===== src/rtl/bm_pkg.sv =====
// Shared definitions for the block-matching SAD min/second-min detector path.
package bm_pkg;

    // Detector pipeline depth; the detector itself is built against this value.
    localparam int BM_DET_LAT = 6;
    localparam int BM_COL_W   = 11;
    localparam int BM_ROW_W   = 10;

    typedef enum logic [2:0] {
        ST_IDLE  = 3'd0,
        ST_RUN   = 3'd1,
        ST_GAP   = 3'd2,
        ST_DRAIN = 3'd3,
        ST_DONE  = 3'd4
    } state_t;

    // Tag that travels alongside each issued SAD vector.
    typedef struct packed {
        logic valid;
        logic sof;
        logic eof;
        logic sol;
        logic eol;
    } tag_t;

    localparam int TAG_W = $bits(tag_t);

endpackage


===== src/rtl/bm_tag_delay.sv =====
// Fixed-depth delay line for the issue tag, matching the detector latency.
module bm_tag_delay
    import bm_pkg::*;
#(
    parameter int DEPTH = BM_DET_LAT
) (
    input  logic             clk,
    input  logic             rst,
    input  logic [TAG_W-1:0] tag_in,
    output logic [TAG_W-1:0] tag_out,
    output logic             any_vld
);

    logic [DEPTH-1:0][TAG_W-1:0] pipe;

    // Shift one stage per cycle; reset flushes everything in flight.
    always_ff @(posedge clk) begin
        if (rst) begin
            pipe <= '0;
        end else begin
            pipe[0] <= tag_in;
            for (int i = 1; i < DEPTH; i++) pipe[i] <= pipe[i-1];
        end
    end

    // Any valid still in flight (valid is the tag MSB).
    always_comb begin
        any_vld = 1'b0;
        for (int i = 0; i < DEPTH; i++) any_vld = any_vld | pipe[i][TAG_W-1];
    end

    assign tag_out = pipe[DEPTH-1];

endmodule


===== src/rtl/bm_det_sched.sv =====
// Issue scheduler feeding the SAD min/second-min detector: gates SAD vectors
// column by column, throttles on downstream FIFO credits, and regenerates
// row/frame markers aligned with the detector's valid-out.
module bm_det_sched
    import bm_pkg::*;
#(
    parameter int COL_W      = BM_COL_W,
    parameter int ROW_W      = BM_ROW_W,
    parameter int DET_LAT    = BM_DET_LAT,
    parameter int FIFO_DEPTH = 16,
    parameter int CRD_W      = 5
) (
    input  logic             clk,
    input  logic             rst,
    input  logic             start,
    input  logic             abort,
    input  logic [COL_W-1:0] cfg_width,
    input  logic [ROW_W-1:0] cfg_height,
    input  logic [3:0]       cfg_gap,
    input  logic             s_valid,
    output logic             s_ready,
    output logic             det_vin,
    input  logic             det_vout,
    input  logic             fifo_pop,
    output logic             o_sof,
    output logic             o_eof,
    output logic             o_sol,
    output logic             o_eol,
    output logic             busy,
    output logic             done,
    output logic             err_sync,
    output logic             err_credit
);

    localparam logic [CRD_W-1:0] CRD_FULL = CRD_W'(FIFO_DEPTH);

    state_t           state, state_nxt;
    logic [COL_W-1:0] col, width_q;
    logic [ROW_W-1:0] row, height_q;
    logic [3:0]       gap_q, gap_cnt;
    logic [CRD_W-1:0] credits;
    logic             issue, last_col, last_row, any_vld, clr_err;
    tag_t             tag_in, tail;
    logic [TAG_W-1:0] tail_bits;

    assign s_ready  = (state == ST_RUN) && (credits != '0);
    assign issue    = s_valid & s_ready;
    assign det_vin  = issue;
    assign last_col = (col == width_q - COL_W'(1));
    assign last_row = (row == height_q - ROW_W'(1));
    assign clr_err  = (state == ST_IDLE) && start;
    assign busy     = (state != ST_IDLE);

    // State register.
    always_ff @(posedge clk) begin
        if (rst) state <= ST_IDLE;
        else     state <= state_nxt;
    end

    // Next-state logic and the done pulse.
    always_comb begin
        state_nxt = state;
        done      = 1'b0;
        case (state)
            ST_IDLE: begin
                if (start)
                    state_nxt = (cfg_width == '0 || cfg_height == '0) ? ST_DONE : ST_RUN;
            end
            ST_RUN: begin
                // Abort still lets this cycle's issue through.
                if (abort || (issue && last_col && last_row)) state_nxt = ST_DRAIN;
                else if (issue && last_col)                  state_nxt = (gap_q != '0) ? ST_GAP : ST_RUN;
            end
            ST_GAP: begin
                if (abort)                state_nxt = ST_DRAIN;
                else if (gap_cnt == 4'd1) state_nxt = ST_RUN;
            end
            ST_DRAIN: begin
                if (!any_vld) state_nxt = ST_DONE;
            end
            ST_DONE: begin
                done      = 1'b1;
                state_nxt = ST_IDLE;
            end
            default: state_nxt = ST_IDLE;
        endcase
    end

    // Config latch, column/row position, gap timer, credits and sticky errors.
    always_ff @(posedge clk) begin
        if (rst) begin
            width_q    <= '0;
            height_q   <= '0;
            gap_q      <= '0;
            col        <= '0;
            row        <= '0;
            gap_cnt    <= '0;
            credits    <= CRD_FULL;
            err_sync   <= 1'b0;
            err_credit <= 1'b0;
        end else begin
            if (clr_err) begin
                width_q  <= cfg_width;
                height_q <= cfg_height;
                gap_q    <= cfg_gap;
                col      <= '0;
                row      <= '0;
            end else if (issue) begin
                if (last_col) begin
                    col <= '0;
                    if (!last_row) row <= row + ROW_W'(1);
                end else begin
                    col <= col + COL_W'(1);
                end
            end

            if (issue && last_col && !last_row) gap_cnt <= gap_q;
            else if (state == ST_GAP)           gap_cnt <= gap_cnt - 4'd1;

            // A pop with a simultaneous issue is a net zero, never an overflow.
            case ({issue, fifo_pop})
                2'b10:   credits <= credits - CRD_W'(1);
                2'b01:   if (credits != CRD_FULL) credits <= credits + CRD_W'(1);
                default: credits <= credits;
            endcase

            err_credit <= (err_credit & ~clr_err) | (fifo_pop & ~issue & (credits == CRD_FULL));
            err_sync   <= (err_sync & ~clr_err) | (det_vout != tail.valid);
        end
    end

    // Tag captured at issue; zero on idle cycles so the tail valid mirrors det_vout.
    always_comb begin
        tag_in = '0;
        if (issue) begin
            tag_in.valid = 1'b1;
            tag_in.sof   = (col == '0) && (row == '0);
            tag_in.eof   = last_col && last_row;
            tag_in.sol   = (col == '0);
            tag_in.eol   = last_col;
        end
    end

    bm_tag_delay #(.DEPTH(DET_LAT)) u_tag_delay (
        .clk     (clk),
        .rst     (rst),
        .tag_in  (tag_in),
        .tag_out (tail_bits),
        .any_vld (any_vld)
    );

    assign tail  = tag_t'(tail_bits);
    assign o_sof = tail.valid & tail.sof;
    assign o_eof = tail.valid & tail.eof;
    assign o_sol = tail.valid & tail.sol;
    assign o_eol = tail.valid & tail.eol;

endmodule

===== config.mk =====
export PLATFORM = sky130hd
export DESIGN_NAME = bm_det_sched
export DESIGN_NICKNAME = d
export VERILOG_FILES = /design/src/rtl/bm_pkg.sv /design/src/rtl/bm_tag_delay.sv /design/src/rtl/bm_det_sched.sv
export SDC_FILE = /design/constraint.sdc
export NUM_CORES = 1
export LEC_CHECK = 0
export CAP_MARGIN = 20
export CORE_UTILIZATION = 45
export DETAILED_ROUTE_END_ITERATION = 12
export PLACE_DENSITY = 0.63
export RECOVER_POWER = 100
export SLEW_MARGIN = 5
export SYNTH_ARGS = -nofsm -noshare
export SYNTH_HDL_FRONTEND = slang
export SYNTH_HIERARCHICAL = 1
export SYNTH_SLANG_ARGS = --single-unit
export TNS_END_PERCENT = 5

===== constraint.sdc =====
create_clock -name clk -period 3.1 [get_ports clk]
set_clock_uncertainty 0.1 [all_clocks]
set_input_delay 0.775 -clock clk [delete_from_list [all_inputs] [get_ports clk]]
set_output_delay 0.775 -clock clk [all_outputs]
set_load 0.005 [all_outputs]

==> results.json, run 1 <==
{
  "synth_area_leaders": "dfxtp_1 39%, nor2b_2 5.7%, nand2_1 5.4%",
  "drv_slew": 0,
  "ys_top_cells_by_count": "90 x dfxtp_1, 66 x nand2_1, 50 x nor2_1, 33 x a21oi_1, 30 x nor2b_2",
  "synth-async-reset-ratio_pct": 0,
  "diodes": 0,
  "via_per_inst": 5.43,
  "status": "complete, no violations",
  "fp-row-count": 36,
  "wl_per_cell_microns": 14.2,
  "yosysTopAreaCell": "dfxtp_1",
  "comb_power_share_pct": 37.7,
  "arrival_ns": 2.18,
  "synth_seq_area_share_pct": 39.0,
  "coreArea_sq_um": 9860,
  "dr.first_iter.drc_count": 191,
  "cap_violations": 0,
  "synth-edff-count": 0,
  "synth_flop_cell": "dfxtp_1",
  "seqPwrFrac_pct": 38.9,
  "nets": 629,
  "ys_types": 60,
  "p_int_mw": 2.34,
  "grt_remaining_overflow": 0,
  "grt_max_degree": 79,
  "pre_cts_ws_ns": -0.0372,
  "clock_sinks": 90,
  "num_vias": 3924,
  "hold_path_class": "register to register",
  "fmax_mhz": 327,
  "synth_top_area_share_pct": 39.0,
  "regArea_sq_um": 1810,
  "cts-root-buf": "clkbuf_8",
  "power_frac_clock_pct": 23.4,
  "swShare_pct": 37.1,
  "relSlewSlack_pct": 49.3,
  "hold_violations": 0,
  "synth_area_per_cell_sq_um": 8.49,
  "worst_setup_path_end_kind": "primary output",
  "synth.most_common_cell": "dfxtp_1",
  "cp-start-kind": "register",
  "grt_usage_pct": 20.5,
  "clk_pin_slew_ns": 0.10,
  "port_buffers": 41,
  "grt_pass1_vias": 3439,
  "insertion_delay_ns": 0.37,
  "fp.dieH_microns": 103,
  "fin_ws_ns": 0.0439,
  "ios": 42,
  "place.gp.congestion": 0.839,
  "crit_fanout": 4,
  "wl_microns": 10200,
  "cts_tree": "yes",
  "route.detailed.drc": 0,
  "die_area_sq_um": 10700,
  "ir_drop_mv": 0.383,
  "dpl.hpwl_microns": 7300,
  "start_util_pct": 46.9,
  "antenna_found_initial": 0,
  "power_density_nw_per_um2": 689,
  "min_period_ns": 3.06,
  "power_switching_mw": 1.38,
  "clock_path_buffers": 2,
  "multi_input_area_sq_um": 2580,
  "drive_gt1_share_pct": 13.4,
  "crit_type": "register to primary output",
  "detail_route.first_pass.iterations": 4,
  "synthCells": 545,
  "tightest_slew_ns": 0.753,
  "p_total_mw": 3.72,
  "min_period_over_period_pct": 98.6,
  "antenna_left": 0,
  "area_growth_pct": 16.9,
  "required_ns": 2.22,
  "ys_warn_count": 6,
  "grt_pass1_wl_microns": 16900,
  "fp.dieW_microns": 103,
  "rsz0062_at_grt": "yes",
  "fill_cells": 941,
  "yosys_register_bits": 90,
  "cts-buffers-inserted": 9,
  "synth_nets": 589,
  "setup_viol": 0,
  "leakage_nw": 2.04,
  "htree_levels": 3,
  "syn-cell-area_sq_um": 4630
}
-- area by class of cell --
type                       count  share of cell area (%)
clock inverter                 7                    1.62
inverter                      22                    1.53
sequential                    90                    33.4
tap                          133                    3.08
multi-input combinational    400                    47.7
timing repair buffer          62                    10.4
clock buffer                   9                    2.29
-- final timing paths --
path / start / end / slack, ns / cells past startpoint
worst max-delay path: credits[1] / det_vin / 0.04 / 5
worst min-delay path: u_tag_delay/pipe[10] / u_tag_delay/pipe[15] / 0.34 / 1
worst max register to register: credits[1] / credits[4] / 0.12 / 10
worst min register to register: u_tag_delay/pipe[10] / u_tag_delay/pipe[15] / 0.34 / 1
-- sequential cells by signal (all words and copies together) (netlist names) --
name and flops:
width_q 11, height_q 10, state 3, gap_cnt 4, err_credit 1, u_tag_delay/tag_out 5
row 10, col 11, gap_q 4, err_sync 1, credits 5, u_tag_delay/pipe 25
-- per-stage QoR --
step | cells | hold slack [ns] | setup TNS, ns | area (sq um) | utilization [%]
4_1_cts | 723 | 0.349 | 0 | 5420 | 54.9
3_3_place_gp | 706 | 0.317 | -0.00152 | 5190 | 52.7
3_5_place_dp | 706 | 0.324 | -0.130 | 5190 | 52.7
6_report | 723 | 0.342 | 0 | 5410 | 54.8
2_1_floorplan | 545 | 0.315 | 0 | 4630 | -
5_1_grt | 723 | 0.356 | -0.000198 | 5410 | 54.8
-- power groups by stage --
stage	clock [mW]	sequential, mW	combinational [mW]
global placement	0	1.47	1.34
CTS	0.887	1.44	1.41
floorplan	0	1.41	1.00
finish	0.872	1.45	1.40
detailed placement	0	1.47	1.38
global route	0.935	1.47	1.57
-- critical path: stages (launching register included) --
cell           delay, ns
dfxtp_4             0.36
or4_4               0.52
o211ai_1            0.43
buf_4               0.20
inv_1               0.04
dlygate4sd2_1       0.25
-- what timing repair did --
action	CTS	global route
gates cloned	0	0
pin swaps	1	1
resized for setup	4	5
hold buffers	0	0
setup buffers	1	0
endpoints found under the setup margin	1	17
-- logic make-up (layout without fill, tap and decap cells) --
| kind of cell | count (synthesis) | after routing | share of synthesized area (%) |
|---|---|---|---|
| DFF | 90 | 90 | 39.0 |
| muxes | 5 | 5 | 1.08 |
| and+or+nand+nor | 247 | 247 | 29.6 |
| AOI/OAI and AO/OA | 94 | 94 | 13.4 |
| xor gates and xnor gates | 42 | 42 | 7.95 |
| adders and majority gates | 12 | 12 | 3.41 |
| buffers and inverters | 55 | 100 | 5.65 |
-- layout by cell type (no fill, tap or decap), drive strengths merged, types with 10 or more instances in the layout --
master / n
nand2: 67
xor2: 19
or3: 10
nand3: 14
o211ai: 10
dfxtp: 90
xnor2: 23
nor4: 17
nand4: 10
clkdlybuf4s50: 32
a21oi: 33
nor3: 19
ha: 11
clkbuf: 13
nor2b: 33
inv: 27
buf: 18
nor2: 50
-- per-layer routing --
layer | share of wire [%] | up-vias | track usage, %
li1 | - | 1960 | -
met1 | 50 | 1863 | 29.4
met2 | 44 | 84 | 30.6
met3 | 3.4 | 17 | 2.82
met4 | 2.0 | 0 | 8.88
met5 | 0 | - | 0
No activity file was read; power rests on OpenSTA's default activity.
==> run 2: changes to the inputs <==
--- a/config.mk
+++ b/config.mk
@@ -8,6 +8,7 @@
 export CAP_MARGIN = 20
 export CORE_UTILIZATION = 45
 export DETAILED_ROUTE_END_ITERATION = 12
+export HOLD_SLACK_MARGIN = 0.1
 export PLACE_DENSITY = 0.63
 export RECOVER_POWER = 100
 export SLEW_MARGIN = 5
==> results of run 2 <==
Final layout, timing and power as in run 1 (identical DEF).
==> run 3: changes to the inputs <==
--- a/config.mk
+++ b/config.mk
@@ -5,8 +5,9 @@
 export SDC_FILE = /design/constraint.sdc
 export NUM_CORES = 1
 export LEC_CHECK = 0
-export CAP_MARGIN = 20
+export CAP_MARGIN = 30
 export CORE_UTILIZATION = 45
+export CTS_BUF_LIST = sky130_fd_sc_hd__clkbuf_4
 export DETAILED_ROUTE_END_ITERATION = 12
 export HOLD_SLACK_MARGIN = 0.1
 export PLACE_DENSITY = 0.63
==> results.json, run 3 (synthesized netlist as in run 1, its figures left out) <==
{
  "status": "complete, no violations",
  "final_cell_area_sq_um": 5340,
  "layout_common_cells": "90 x dfxtp_1, 66 x nand2_1, 50 x nor2_1",
  "leakage_nw": 2.00,
  "diodes": 0,
  "worst_setup_path_end_kind": "primary output",
  "coreArea_sq_um": 9860,
  "min_from": "u_tag_delay/pipe[10]",
  "hold_violations": 0,
  "hold_path_class": "register to register",
  "wl_per_cell_microns": 14.1,
  "ir_drop_mv": 0.395,
  "insertion_delay_ns": 0.44,
  "reg2regPathDepth": 11,
  "setup_viol": 0,
  "die_area_sq_um": 10700,
  "port_buffers": 41,
  "crit_fanout": 4,
  "grt_remaining_overflow": 0,
  "dpl.hpwl_microns": 7300,
  "fp.dieH_microns": 103,
  "place.gp.congestion": 0.839,
  "r2r_slack_ns": 0.16,
  "min_period_ns": 3.00,
  "cts-buffers-inserted": 9,
  "via_per_inst": 5.42,
  "arrival_ns": 2.13,
  "cts-root-buf": "clkbuf_4",
  "dr.first_iter.drc_count": 229,
  "clock_sinks": 90,
  "area_growth_pct": 15.5,
  "nets": 629,
  "ios": 42,
  "drv_slew": 0,
  "htree_levels": 3,
  "grt_max_degree": 79,
  "tightest_slew_ns": 1.13,
  "largest_register_ffs": 25,
  "clk_pin_slew_ns": 0.17,
  "cp-start-kind": "register",
  "clock_path_buffers": 2,
  "hold_buffers": 0,
  "required_ns": 2.22,
  "drive_gt1_share_pct": 13.1,
  "cap_violations": 0,
  "grt_pass1_vias": 3432,
  "power_density_nw_per_um2": 669,
  "grt_usage_pct": 20.3,
  "wl_microns": 10200,
  "crit_type": "register to primary output",
  "fill_cells": 958,
  "min_period_over_period_pct": 96.9,
  "r2r_start": "width_q[1]",
  "final_common_cell": "dfxtp_1",
  "fp-row-count": 36,
  "grt_pass1_wl_microns": 16900,
  "top_regs": "u_tag_delay/pipe x25, col x11, width_q x11",
  "finish.utilization_pct": 54.1,
  "num_vias": 3917,
  "fmax_mhz": 333,
  "start_util_pct": 46.9,
  "holdPathEnd": "u_tag_delay/pipe[15]",
  "slowest_stage": "or4_4",
  "antenna_found_initial": 0,
  "cp_cell_sequence": "or4_4 -> o211ai_1 -> buf_4 -> inv_1 -> buf_2",
  "hold_depth": 1,
  "dpl-instance-area_sq_um": 5190,
  "relSlewSlack_pct": 24.6,
  "regMostFlops": "u_tag_delay/pipe",
  "r2r_end": "row[8]",
  "cpPeakStageDelay_ns": 0.55,
  "detail_route.first_pass.iterations": 5,
  "rsz0062_at_grt": "no",
  "p_total_mw": 3.57,
  "cts_tree": "yes",
  "route.detailed.drc": 0,
  "fp.dieW_microns": 103,
  "antenna_left": 0
}
-- run 3: cell count changes in the layout (fill, tap and decap cells not counted), sizes merged --
cell	previous run	this run
dlygate4sd2	1	0
dlygate4sd3	7	5
clkbuf	13	16
clkdlybuf4s50	32	34
buf	18	16
-- run 3: worst max path at each step --
stage	from	end	slack, ns	cells after the start
2_1_floorplan	credits[0]	credits[4]	0.17	10
3_3_place_gp	s_valid	det_vin	-0.002	5
3_5_place_dp	s_valid	row[9]	-0.04	9
4_1_cts	credits[1]	det_vin	0.07	5
5_1_grt	credits[1]	s_ready	0.02	4
6_report	credits[1]	det_vin	0.1	5
-- run 3: through the flow --
stage                     setup slack (ns)   TNS, ns  hold slack (ns)  instances
after detailed placement           -0.0372    -0.130            0.324        706
after global routing                0.0167         0            0.368        723
after CTS                           0.0699         0            0.360        723
after global placement            -0.00152  -0.00152            0.317        706
after floorplan                      0.172         0            0.315        545
final                               0.0953         0            0.355        723
-- run 3: area by class of cell --
| type | count | area, sq um | share of cell area, % |
|---|---|---|---|
| clock buffer | 9 | 67.6 | 1.26 |
| clock inverter | 7 | 87.6 | 1.64 |
| inverter | 22 | 82.6 | 1.55 |
| multi-input combinational | 400 | 2580 | 48.3 |
| sequential | 90 | 1800 | 33.7 |
| tap | 133 | 166 | 3.12 |
| timing repair buffer | 62 | 556 | 10.4 |
-- run 3: worst max-delay path: cells and delay by family (launching register included) --
| kind | cells | cell delay, ns |
|---|---|---|
| buf+inv | 3 | 0.36 |
| compound gates | 1 | 0.42 |
| simple gates | 1 | 0.55 |
| flops | 1 | 0.35 |
-- run 3: report_power, final --
part,leakage (nW),switching [mW],internal [mW]
clock,0.0854,0.454,0.268
sequential,0.731,0.156,1.29
combinational,1.18,0.751,0.653
total,2.00,1.36,2.21
-- run 3: per-layer routing --
layer | routed length [microns] | up-vias | GRT usage [%]
met5 | 0 | - | 0
met3 | 376 | 10 | 3.83
met1 | 5090 | 1858 | 29.5
met2 | 4610 | 80 | 30.5
li1 | - | 1969 | -
met4 | 115 | 0 | 5.63
-- run 3: timing repair --
item                       CTS  global route
buffers inserted             1             0
pin swaps                    2             1
gates resized for setup      7             5
setup endpoints to repair    1            17
